--- src/rtl/mvau_pkg.sv ---
// Shared MVAU definitions: width helpers and the macro that builds the
// parameter-dependent buffer entry type inside each user module.
package mvau_pkg;

    // Counter width for a modulus n; never narrower than one bit.
    function automatic int cnt_width_min1(input int n);
        return (n <= 2) ? 1 : $clog2(n);
    endfunction

    // Occupancy counter width: must hold 0..depth inclusive.
    function automatic int occ_width(input int depth);
        return $clog2(depth) + 1;
    endfunction

endpackage

`define MVAU_ENTRY_T(W) struct packed { logic last; logic [(W)-1:0] data; }

--- src/rtl/mvau_stream_out_ctrl_if.sv ---
// Accumulator-in / stream-out bus of the MVAU output controller.
interface mvau_stream_out_ctrl_if #(
    parameter int PE    = 2,
    parameter int TDstI = 16
);
    logic                  acc_v;
    logic [PE*TDstI-1:0]   acc_in;
    logic                  out_rready;
    logic                  out_v;
    logic [PE*TDstI-1:0]   out;
    logic                  out_last;
    logic                  wait_rready;

    modport master (
        input  acc_v, acc_in, out_rready,
        output out_v, out, out_last, wait_rready
    );

    modport slave (
        output acc_v, acc_in, out_rready,
        input  out_v, out, out_last, wait_rready
    );
endinterface

--- src/rtl/mvau_out_fifo.sv ---
// Register-array circular buffer; the caller only asserts push when it may
// be accepted and pop only when the buffer holds data.
module mvau_out_fifo #(
    parameter int W       = 33,
    parameter int DEPTH   = 4,
    parameter int DEPTH_T = 2
) (
    input  logic             clk,
    input  logic             rst,
    input  logic             push,
    input  logic             pop,
    input  logic [W-1:0]     din,
    output logic [W-1:0]     dout,
    output logic [DEPTH_T:0] count,
    output logic             full
);
    localparam logic [DEPTH_T:0] DEPTH_C = (DEPTH_T+1)'(DEPTH);

    logic [W-1:0]       mem_q [DEPTH];
    logic [W-1:0]       mem_d [DEPTH];
    logic [DEPTH_T-1:0] wr_ptr_q, wr_ptr_d;
    logic [DEPTH_T-1:0] rd_ptr_q, rd_ptr_d;
    logic [DEPTH_T:0]   count_q, count_d;

    // Next-state for storage, pointers and occupancy; pointers wrap naturally.
    always_comb begin
        mem_d    = mem_q;
        wr_ptr_d = wr_ptr_q;
        rd_ptr_d = rd_ptr_q;
        count_d  = count_q;
        if (push) begin
            mem_d[wr_ptr_q] = din;
            wr_ptr_d        = wr_ptr_q + DEPTH_T'(1);
        end else begin
            wr_ptr_d = wr_ptr_q;
        end
        if (pop) begin
            rd_ptr_d = rd_ptr_q + DEPTH_T'(1);
        end else begin
            rd_ptr_d = rd_ptr_q;
        end
        case ({push, pop})
            2'b10:   count_d = count_q + (DEPTH_T+1)'(1);
            2'b01:   count_d = count_q - (DEPTH_T+1)'(1);
            default: count_d = count_q;
        endcase
    end

    // Control state with synchronous reset.
    always_ff @(posedge clk) begin
        if (rst) begin
            wr_ptr_q <= '0;
            rd_ptr_q <= '0;
            count_q  <= '0;
        end else begin
            wr_ptr_q <= wr_ptr_d;
            rd_ptr_q <= rd_ptr_d;
            count_q  <= count_d;
        end
    end

    // Entry storage is deliberately left unreset.
    always_ff @(posedge clk) begin
        mem_q <= mem_d;
    end

    assign dout  = mem_q[rd_ptr_q];
    assign count = count_q;
    assign full  = (count_q == DEPTH_C);
endmodule

--- src/rtl/mvau_stream_out_ctrl.sv ---
// MVAU output controller: buffers each accumulator vector, tags the last
// fold of an NF sweep and streams entries out with valid/ready.
module mvau_stream_out_ctrl
    import mvau_pkg::*;
#(
    parameter int PE      = 2,
    parameter int TDstI   = 16,
    parameter int NF      = 4,
    parameter int NF_T    = 2,
    parameter int DEPTH   = 4,
    parameter int DEPTH_T = 2
) (
    input  logic                   aclk,
    input  logic                   areset,
    mvau_stream_out_ctrl_if.master bus,
    output logic                   buf_full,
    output logic                   ovf
);
    typedef `MVAU_ENTRY_T(PE*TDstI) entry_t;

    localparam logic [NF_T-1:0] NF_LAST = NF_T'(NF-1);

    entry_t             din_s;
    entry_t             dout_s;
    logic [DEPTH_T:0]   count_s;
    logic               full_s;
    logic               pop_s;
    logic               accept_s;
    logic [NF_T-1:0]    nf_cnt_q, nf_cnt_d;
    logic               ovf_q, ovf_d;

    // A full buffer still takes a push when an entry leaves in the same cycle.
    always_comb begin
        pop_s        = bus.out_v & bus.out_rready;
        accept_s     = bus.acc_v & (~full_s | pop_s);
        din_s.last   = (nf_cnt_q == NF_LAST);
        din_s.data   = bus.acc_in;
        nf_cnt_d     = nf_cnt_q;
        if (accept_s) begin
            nf_cnt_d = (nf_cnt_q == NF_LAST) ? '0 : nf_cnt_q + NF_T'(1);
        end else begin
            nf_cnt_d = nf_cnt_q;
        end
        ovf_d = ovf_q | (bus.acc_v & ~accept_s);
    end

    // Fold counter and sticky overflow flag.
    always_ff @(posedge aclk) begin
        if (areset) begin
            nf_cnt_q <= '0;
            ovf_q    <= 1'b0;
        end else begin
            nf_cnt_q <= nf_cnt_d;
            ovf_q    <= ovf_d;
        end
    end

    mvau_out_fifo #(
        .W       ($bits(entry_t)),
        .DEPTH   (DEPTH),
        .DEPTH_T (DEPTH_T)
    ) u_fifo (
        .clk   (aclk),
        .rst   (areset),
        .push  (accept_s),
        .pop   (pop_s),
        .din   (din_s),
        .dout  (dout_s),
        .count (count_s),
        .full  (full_s)
    );

    assign bus.out_v       = (count_s != '0);
    assign bus.out         = dout_s.data;
    assign bus.out_last    = dout_s.last;
    assign bus.wait_rready = bus.out_v & ~bus.out_rready;
    assign buf_full        = full_s;
    assign ovf             = ovf_q;
endmodule

--- src/flat_wrapper.sv ---
// flat-port wrapper written by rule: the top's interface ports become plain ports
module mvau_stream_out_ctrl_flat import mvau_pkg::*;
#(
    parameter int PE      = 2,
    parameter int TDstI   = 16,
    parameter int NF      = 4,
    parameter int NF_T    = 2,
    parameter int DEPTH   = 4,
    parameter int DEPTH_T = 2
)
  (aclk, areset, buf_full, ovf, bus_acc_v, bus_acc_in, bus_out_rready, bus_out_v, bus_out, bus_out_last, bus_wait_rready);
  mvau_stream_out_ctrl_if #(.PE(PE), .TDstI(TDstI)) bus_i ();
  input  logic aclk;
  input  logic areset;
  output logic buf_full;
  output logic ovf;
  input wire logic [$bits(bus_i.acc_v)-1:0] bus_acc_v;
  input wire logic [$bits(bus_i.acc_in)-1:0] bus_acc_in;
  input wire logic [$bits(bus_i.out_rready)-1:0] bus_out_rready;
  output wire logic [$bits(bus_i.out_v)-1:0] bus_out_v;
  output wire logic [$bits(bus_i.out)-1:0] bus_out;
  output wire logic [$bits(bus_i.out_last)-1:0] bus_out_last;
  output wire logic [$bits(bus_i.wait_rready)-1:0] bus_wait_rready;
  assign bus_i.acc_v = bus_acc_v;
  assign bus_i.acc_in = bus_acc_in;
  assign bus_i.out_rready = bus_out_rready;
  assign bus_out_v = bus_i.out_v;
  assign bus_out = bus_i.out;
  assign bus_out_last = bus_i.out_last;
  assign bus_wait_rready = bus_i.wait_rready;
  mvau_stream_out_ctrl #(.PE(PE), .TDstI(TDstI), .NF(NF), .NF_T(NF_T), .DEPTH(DEPTH), .DEPTH_T(DEPTH_T)) u_core (.aclk(aclk), .areset(areset), .bus(bus_i), .buf_full(buf_full), .ovf(ovf));
endmodule
--- config.mk ---
export PLATFORM = sky130hd
export DESIGN_NAME = mvau_stream_out_ctrl_flat
export DESIGN_NICKNAME = d
export VERILOG_FILES = /design/src/rtl/mvau_pkg.sv /design/src/rtl/mvau_stream_out_ctrl_if.sv /design/src/rtl/mvau_out_fifo.sv /design/src/rtl/mvau_stream_out_ctrl.sv /design/src/flat_wrapper.sv
export SDC_FILE = /design/constraint.sdc
export NUM_CORES = 1
export LEC_CHECK = 0
export ABC_AREA = 1
export CAP_MARGIN = 40
export CELL_PAD_IN_SITES_DETAIL_PLACEMENT = 0
export CELL_PAD_IN_SITES_GLOBAL_PLACEMENT = 1
export CORE_AREA = 2 2 97 136
export DETAILED_ROUTE_END_ITERATION = 16
export DIE_AREA = 0 0 99 138
export GPL_ROUTABILITY_DRIVEN = 0
export MAX_ROUTING_LAYER = met4
export PLACE_DENSITY_LB_ADDON = 0.1
export SYNTH_ARGS = -nofsm -noshare
export SYNTH_HDL_FRONTEND = slang
export SYNTH_SLANG_ARGS = --single-unit
--- constraint.sdc ---
create_clock -name aclk -period 3.38 [get_ports aclk]
set_input_delay 0.507 -clock aclk [delete_from_list [all_inputs] [get_ports aclk]]
set_output_delay 0.507 -clock aclk [all_outputs]
set_load 0.005 [all_outputs]
# Word level (Yosys, flattened, before mapping)
# Index checks and enable logic that the tools add are counted.
# W data, S select, Z words.
[classes]
bitwise = 11
eq_ne = 4
mux = 8
n_lt_le_gt_ge = 3
n_reduce_logical = 3
addsub = 5
[op_table]
columns = ["op", "count"]
rows = [
  ["$bwmux W132", 1],
  ["$mux W33", 3],
  ["$bmux W33 S2", 1],
  ["$demux W33 S2", 1],
  ["$add A2 B1 Y2 const B", 3],
  ["$ge A3 B3 Y1 const B", 2],
  ["$not A2 Y3", 2],
  ["$pmux W3 S2", 1],
  ["$and A1 B1 Y1", 4],
  ["$eq A2 B2 Y1 const B", 2],
  ["$add A3 B1 Y3 const B", 1],
  ["$eq A3 B3 Y1 const B", 1],
  ["$lt A3 B1 Y1 const B", 1],
  ["$not A1 Y1", 3],
  ["$reduce_bool A3 Y1", 1],
  ["$sub A3 B1 Y3 const B", 1],
  ["$eq A2 B1 Y1 const B", 1],
  ["$mux W2", 1],
  ["$or A1 B1 Y1", 2],
  ["$reduce_bool A2 Y1", 1],
  ["$logic_and A1 B1 Y1", 1],
]
[word_totals]
out_inout_bits = 37
input_bits = 36
elab_cells = 43
reg_bits = 142

# Longest topological paths before layout
# Gate-level depths: netlist of run 1.
[logic_depth]
ltp_word = 7
ltp_mapped = 13
mapped_depth_nobuf = 13

# Hierarchy
# From an unflattened synthesis of run 1, not the netlist that was laid out.
[hier_totals]
hier_cells = 401
area_unflattened_um2 = 5485.3
[modules_own_cells]
columns = ["mod", "cells_per_inst", "n_inst", "seq_area_each_um2", "area_per_inst_um2"]
rows = [
  ["mvau_out_fifo", 373, 1, 4103.9, 5301.3],
  ["mvau_stream_out_ctrl", 28, 1, 60.1, 183.9],
]

# Worst setup path before layout of run 1
# OpenSTA, ideal clock, no wires.
[synth_path]
kind = "input to register"
start = "input port bus_out_rready"
end = "register u_core.u_fifo.mem_q[0] (netlist name) (enable)"
path_stages = 4
setup_time_ns = 0.423
slack_ns = 0.743
arrival_ns = 2.214
path_buffers = 0
required_ns = 2.957
path_cell_list = "inv_1 > nand3_2 > nand2_1 > nor2_1"
[synth_between]
elab_chain_len = 3
[synth_lines]
columns = ["item", "line_no", "source"]
rows = [
  ["from (decl)", "flat_wrapper.sv:19", "input wire logic [$bits(bus_i.out_rready)-1:0] bus_out_rready;"],
  ["$and A1 B1 Y1", "mvau_stream_out_ctrl.sv:34", "pop_s = bus.out_v & bus.out_rready;"],
  ["$or A1 B1 Y1", "mvau_stream_out_ctrl.sv:35", "accept_s = bus.acc_v & (~full_s | pop_s);"],
  ["$and A1 B1 Y1", "mvau_stream_out_ctrl.sv:35", ""],
  ["to (signal assigned)", "mvau_out_fifo.sv:64", "mem_q <= mem_d;"],
  ["to (decl)", "mvau_out_fifo.sv:19", "logic [W-1:0] mem_q [DEPTH];"],
]
# Every way passes these cells.
# A chain may end at the register's enable or synchronous reset.

# Final worst setup path of run 1
[layout_path]
start = "register u_core.u_fifo.rd_ptr_q[0]"
end = "output port bus_out[22]"
[layout_between]
elab_chain_len = 4
[layout_lines]
columns = ["item", "line_no", "source"]
rows = [
  ["from (decl)", "mvau_out_fifo.sv:22", "logic [DEPTH_T-1:0] rd_ptr_q, rd_ptr_d;"],
  ["from (signal assigned)", "mvau_out_fifo.sv:57", "rd_ptr_q <= rd_ptr_d;"],
  ["$not A2 Y3 (implied by the code)", "mvau_out_fifo.sv:67", "assign dout = mem_q[rd_ptr_q];"],
  ["$bmux W33 S2", "mvau_out_fifo.sv:67", ""],
  ["$mux W33 (implied by the code) (2 in series)", "mvau_out_fifo.sv:67", ""],
  ["to (decl)", "flat_wrapper.sv:21", "output wire logic [$bits(bus_i.out)-1:0] bus_out;"],
]
# Every way passes these cells. The select of a mux whose other input is x is not followed.

==> results of run 1 <==
==> where the power goes <==
part	leakage, nW	switching [mW]	total, mW	internal (mW)
Combinational	0.823	0.605	1.13	0.522
Sequential	1.30	0.0430	2.10	2.06
Clock	0.271	0.705	1.73	1.02
==> cell usage after synthesis <==
master      n
a21oi_1     9
buf_2       9
buf_4       2
buf_6       5
clkbuf_1    1
clkbuf_2    6
dfxtp_1    10
edfxtp_1  132
fa_1        1
ha_1        6
inv_1      18
inv_2       1
inv_4       1
nand2_1    16
nand3_1     7
nand3_2     1
nand4_1     1
nor2_1     78
nor2_2      1
nor3_1      1
o21ai_0    63
o21ai_1     5
o22ai_1    33
or2_2       1
==> routing by layer <==
metal | vias to the layer above | wire, um | track usage [%]
met5 | - | 0 | -
met2 | 70 | 5730 | 28.4
met1 | 1631 | 4800 | 21.1
li1 | 1645 | - | -
met4 | 0 | 80 | 4.97
met3 | 6 | 370 | 4.45
==> cell families (layout without fill, tap and decap cells) <==
family,Yosys count,in the layout,synth area share [%]
DFF,142,142,75.7
AOI/OAI and AO/OA,110,110,10.8
and+or+nand+nor,106,106,7.67
buffers and inverters,43,132,4.14
adders and majority gates,7,7,1.73
==> registers in the layout (all words and copies together) (netlist names) <==
signal / count
u_core.nf_cnt_q: 2
u_core.ovf: 1
u_core.u_fifo.count: 3
u_core.u_fifo.mem_q: 132
u_core.u_fifo.rd_ptr_q: 2
u_core.u_fifo.wr_ptr_q: 2
==> critical path, cell delays in order (launching register included) <==
cell	delay, ps
dfxtp_2	340
buf_4	560
o21ai_0	200
o22ai_1	270
clkdlybuf4s50_1	560
==> path summary, 6_finish.rpt <==
path | startpoint | to
min reg2reg | u_core.ovf$_SDFF_PP0_ | u_core.ovf$_SDFF_PP0_
min | u_core.ovf$_SDFF_PP0_ | u_core.ovf$_SDFF_PP0_
max reg2reg | u_core.u_fifo.count[0]$_SDFFE_PP0P_ | u_core.u_fifo.count[2]$_SDFFE_PP0P_
max | u_core.u_fifo.rd_ptr_q[0]$_SDFFE_PP0P_ | bus_out[22]
==> layout make-up <==
type / instances / area share [%]
inverter: 20 / 1.12
tap: 153 / 2.77
clock inverter: 14 / 1.95
multi-input combinational: 223 / 16.5
clock buffer: 18 / 6.20
sequential: 142 / 60.2
timing repair buffer: 80 / 11.3
==> impl_metrics.json, run 1 <==
{
  "fin_setup_tns_ps": 0,
  "first_global_vias": 3377,
  "maxCapViolations": 0,
  "yosys-top-cells-area": "edfxtp_1 (72%), o21ai_0 (5.7%), nor2_1 (5.3%)",
  "fin_crit_ps": 2880,
  "cts_tree": "built",
  "p_per_area_nw_per_um2": 717,
  "fin_ws_ps": 504,
  "yosysSeqAreaShare_pct": 75.7,
  "fin_crit_sh_pct": 85.1,
  "reg2reg_slack_ps": 1170,
  "routed-via-count": 3352,
  "placedCellCount": 618,
  "drtAntennaViolNets": 0,
  "hpwl_um": 6290,
  "cts.htree.levels": 4,
  "die_w_um": 99,
  "fin_util_pct": 55.0,
  "tightest_slew_ps": 694,
  "syn_avg_cell_area_um2": 13.5,
  "max_slew_margin_pct": 53.7,
  "crit_path_max_fanout": 69,
  "io_buffers": 72,
  "required_ps": 2870,
  "worstHoldPathCells": 2,
  "insertedDiodeCount": 0,
  "first_pass_iters": 4,
  "ff2ff_path_depth": 12,
  "fill_cells": 1050,
  "synth_top_area_share_pct": 72.1,
  "postCtsHoldBufs": 0,
  "synth_top_area_cell": "edfxtp_1",
  "gr-total-overflow": 0,
  "cts.sinks": 142,
  "leakagePower_nw": 2.39,
  "crit_arrival_ps": 2370,
  "maxSlewViolCount": 0,
  "antenna_found_initial": 0,
  "postCtsSetupBuffers": 0,
  "layout.area.seq_um2": 4170,
  "wl_per_cell_um": 16.9,
  "layout_commonest_cell": "edfxtp_1",
  "status": "complete, no violations",
  "irDropWorstVdd_mv": 0.366,
  "layout_common_cells": "edfxtp_1 (132), nor2_1 (74), clkdlybuf4s50_1 (72), o21ai_0 (63), o22ai_1 (33)",
  "initial_core_util_pct": 43.8,
  "worst-setup-path-type": "reg -> out",
  "pre_cts_slack_ps": 560,
  "design_area_um2": 6920,
  "dieArea_um2": 13700,
  "syn_area_um2": 5500,
  "drc": 0,
  "multi_input_area_um2": 1140,
  "cts_buffers": 17,
  "syn_nets": 451,
  "grt_pass1_wl_um": 17500,
  "synth_seq_cells": 142,
  "hold_class": "reg -> reg",
  "synthCells": 408,
  "drive_gt1_share_pct": 9.66,
  "fmax_mhz": 348,
  "critPathLaunchType": "flip-flop",
  "clock_latency_ps": 410,
  "hold_viol_final": 0,
  "grt.total_usage_pct": 17.3,
  "core_um2": 12600,
  "routed_wl_um": 11000,
  "setup_viol_count_final": 0,
  "cts_max_path_buffers": 2,
  "fin_cells": 650,
  "crit_path_end_kind": "output pin",
  "rsz0062_at_grt": "no",
  "path_clk_slew_ps": 60,
  "via_per_inst": 5.16,
  "num_rows": 49,
  "finClkSkew_ps": 9.96,
  "ys_types": 24,
  "cts_root_buf": "clkbuf_16",
  "final_nets": 527,
  "io_pins": 73,
  "hold_ws_ps": 458,
  "cts_resized": 0,
  "post_dp_cell_area_um2": 6350,
  "grt_start_max_net_pins": 70,
  "drt_iter0_drc": 216,
  "die_h_um": 138,
  "yosys_warnings": 0,
  "total_power_mw": 4.96,
  "area_delta_synth_final_pct": 25.8
}
Note: power is estimated with default switching activity, not from simulation.
==> run 2, diff against run 1 <==
Settings changed: SETUP_SLACK_MARGIN set to 0.1, SYNTH_HIERARCHICAL set to 1.
==> run 2 against run 1 <==
Effect of this change:
- register-to-register slack worse by 130 ps
- clock skew is 2.3 ps higher
- first-iteration DRC count is 41% lower
- sequential share of layout area is 0.24 points higher
- design area is 0.40% lower
- clock power is 3% higher
- routed wire length is 0.18% lower
- critical path type unchanged
- highest routed layer unchanged
==> impl_metrics.json, run 2 <==
{
  "status": "complete, no violations",
  "leakagePower_nw": 2.38,
  "routed_wl_um": 11000,
  "routed-via-count": 3324,
  "tightest_slew_ps": 643,
  "required_ps": 2870,
  "drtAntennaViolNets": 0,
  "maxCapViolations": 0,
  "postCtsSetupBuffers": 0,
  "postCtsHoldBufs": 0,
  "synthFlopType": "edfxtp_1",
  "gr-total-overflow": 0,
  "p_per_area_nw_per_um2": 739,
  "clkPwrFrac_pct": 35.0,
  "first_pass_iters": 5,
  "crit_path_end_kind": "output pin",
  "rsz0062_at_grt": "no",
  "synth_top_area_cell": "edfxtp_1",
  "num_rows": 49,
  "antenna_found_initial": 0,
  "first_global_vias": 3331,
  "cts.htree.levels": 4,
  "crit_path_max_fanout": 40,
  "met3_length_um": 374,
  "drc": 0,
  "fmax_mhz": 375,
  "insertedDiodeCount": 0,
  "wl_per_cell_um": 17.0,
  "grt_start_max_net_pins": 67,
  "grt.total_usage_pct": 17.3,
  "yosysSeqAreaShare_pct": 75.9,
  "fin_crit_ps": 2670,
  "seq_power_share_pct": 42.0,
  "critPathLaunchType": "flip-flop",
  "synth_edf_count": 132,
  "drive_gt1_share_pct": 7.96,
  "cts_buffers": 17,
  "syn_nets": 444,
  "path_clk_slew_ps": 60,
  "syn_avg_cell_area_um2": 13.7,
  "yosys-top-cells-count": "edfxtp_1 (132), nor2_1 (72), o21ai_0 (61)",
  "met2WireLength_um": 6120,
  "synthCells": 401,
  "worst-setup-path-type": "reg -> out",
  "dieArea_um2": 13700,
  "ys_types": 24,
  "layout_common_cells": "edfxtp_1 (132), clkdlybuf4s50_1 (72), nor2_1 (72), o21ai_0 (61), o22ai_1 (33)",
  "die_h_um": 138,
  "top_register": "u_core/u_fifo/mem_q",
  "synth_seq_cells": 142,
  "cts.sinks": 142,
  "drt_iter0_drc": 127,
  "fin_util_pct": 54.8,
  "clock_latency_ps": 410,
  "finClkSkew_ps": 12.3,
  "core_um2": 12600,
  "via_per_inst": 5.17,
  "max_slew_margin_pct": 56.9,
  "switching_share_pct": 25.6,
  "fin_crit_sh_pct": 78.9,
  "area_delta_synth_final_pct": 25.6,
  "layout_commonest_cell": "edfxtp_1",
  "p_int_mw": 3.79,
  "crit_arrival_ps": 2160,
  "hold_class": "reg -> reg",
  "io_buffers": 72,
  "synth_top_area_share_pct": 72.3,
  "grt_pass1_wl_um": 17400,
  "async_flop_share_pct": 0,
  "cts_resized": 0,
  "initial_core_util_pct": 43.6,
  "synth.most_common_cell": "edfxtp_1",
  "fin_setup_tns_ps": 0,
  "yosys-top-cells-area": "edfxtp_1 (72%), o21ai_0 (5.6%), nor2_1 (4.9%)",
  "final_nets": 521,
  "largest_register_ffs": 132,
  "cts_max_path_buffers": 2,
  "hpwl_um": 6530,
  "syn_area_um2": 5490,
  "switching_power_mw": 1.30,
  "io_pins": 73,
  "cts_tree": "built",
  "routed.top_layer": "met4",
  "combPwrFrac_pct": 23.0,
  "yosys_warnings": 6,
  "setup_viol_count_final": 0,
  "irDropWorstVdd_mv": 0.385,
  "die_w_um": 99,
  "maxSlewViolCount": 0,
  "hold_viol_final": 0,
  "wl_met1_um": 4400,
  "cts_root_buf": "clkbuf_16"
}
==> run 2: area by class of cell <==
class,count,area [um^2]
multi-input cells,214,1080
clock inverters,8,116
well taps,153,191
fillers,1044,5680
repair buffers,79,798
inverters,24,92.6
flip-flops and latches,142,4170
clock buffers,23,448
==> run 2: power groups by stage <==
stage | sequential [mW] | combinational [mW] | clock [mW]
after floorplan | 2.17 | 0.633 | 0
after global placement | 2.17 | 1.18 | 0
after detailed placement | 2.18 | 1.19 | 0
after CTS | 2.14 | 1.20 | 1.82
after global routing | 2.15 | 1.30 | 1.89
final | 2.14 | 1.17 | 1.78
==> run 2: critical path: stages, from the launching register on <==
cell	delay, ps
dfxtp_2	360
buf_4	380
o21ai_0	160
o22ai_1	290
clkdlybuf4s50_1	560
==> run 2: stage by stage <==
stage | power, mW | hold slack (ps) | area (um^2) | worst slack (ps) | std cells
after floorplan | 2.80 | 441 | 5490 | 1330 | 401
after global placement | 3.36 | 437 | 6330 | 747 | 612
after detailed placement | 3.37 | 441 | 6330 | 714 | 612
after CTS | 5.16 | 450 | 6890 | 640 | 643
after global routing | 5.34 | 489 | 6890 | 581 | 643
final | 5.09 | 446 | 6890 | 712 | 643
==> run 2: cells by family after synthesis <==
logic type / after synthesis / share of synthesized area [%]
flops: 142 / 75.9
compound gates: 113 / 11.1
simple gates: 94 / 6.87
buf+inv: 45 / 4.43
fa+ha+maj: 7 / 1.73
==> run 2: per-layer routing <==
metal,vias to the layer above,global-route usage [%]
met2,67,29.6
met5,-,-
met3,2,4.40
met4,0,5.62
met1,1636,19.7
li1,1619,-
==> run 2: worst paths after layout <==
kind	to	cells past startpoint	slack, ps	startpoint
worst max-delay path	bus_out[7]	4	710	u_core/u_fifo/rd_ptr_q[0]$_SDFFE_PP0P_
worst min-delay path	u_core/ovf$_SDFF_PP0_	2	450	u_core/ovf$_SDFF_PP0_
worst max register to register	u_core/u_fifo/mem_q[30]$_DFFE_PP_	8	1040	u_core/u_fifo/count[2]$_SDFFE_PP0P_
worst min register to register	u_core/ovf$_SDFF_PP0_	2	450	u_core/ovf$_SDFF_PP0_
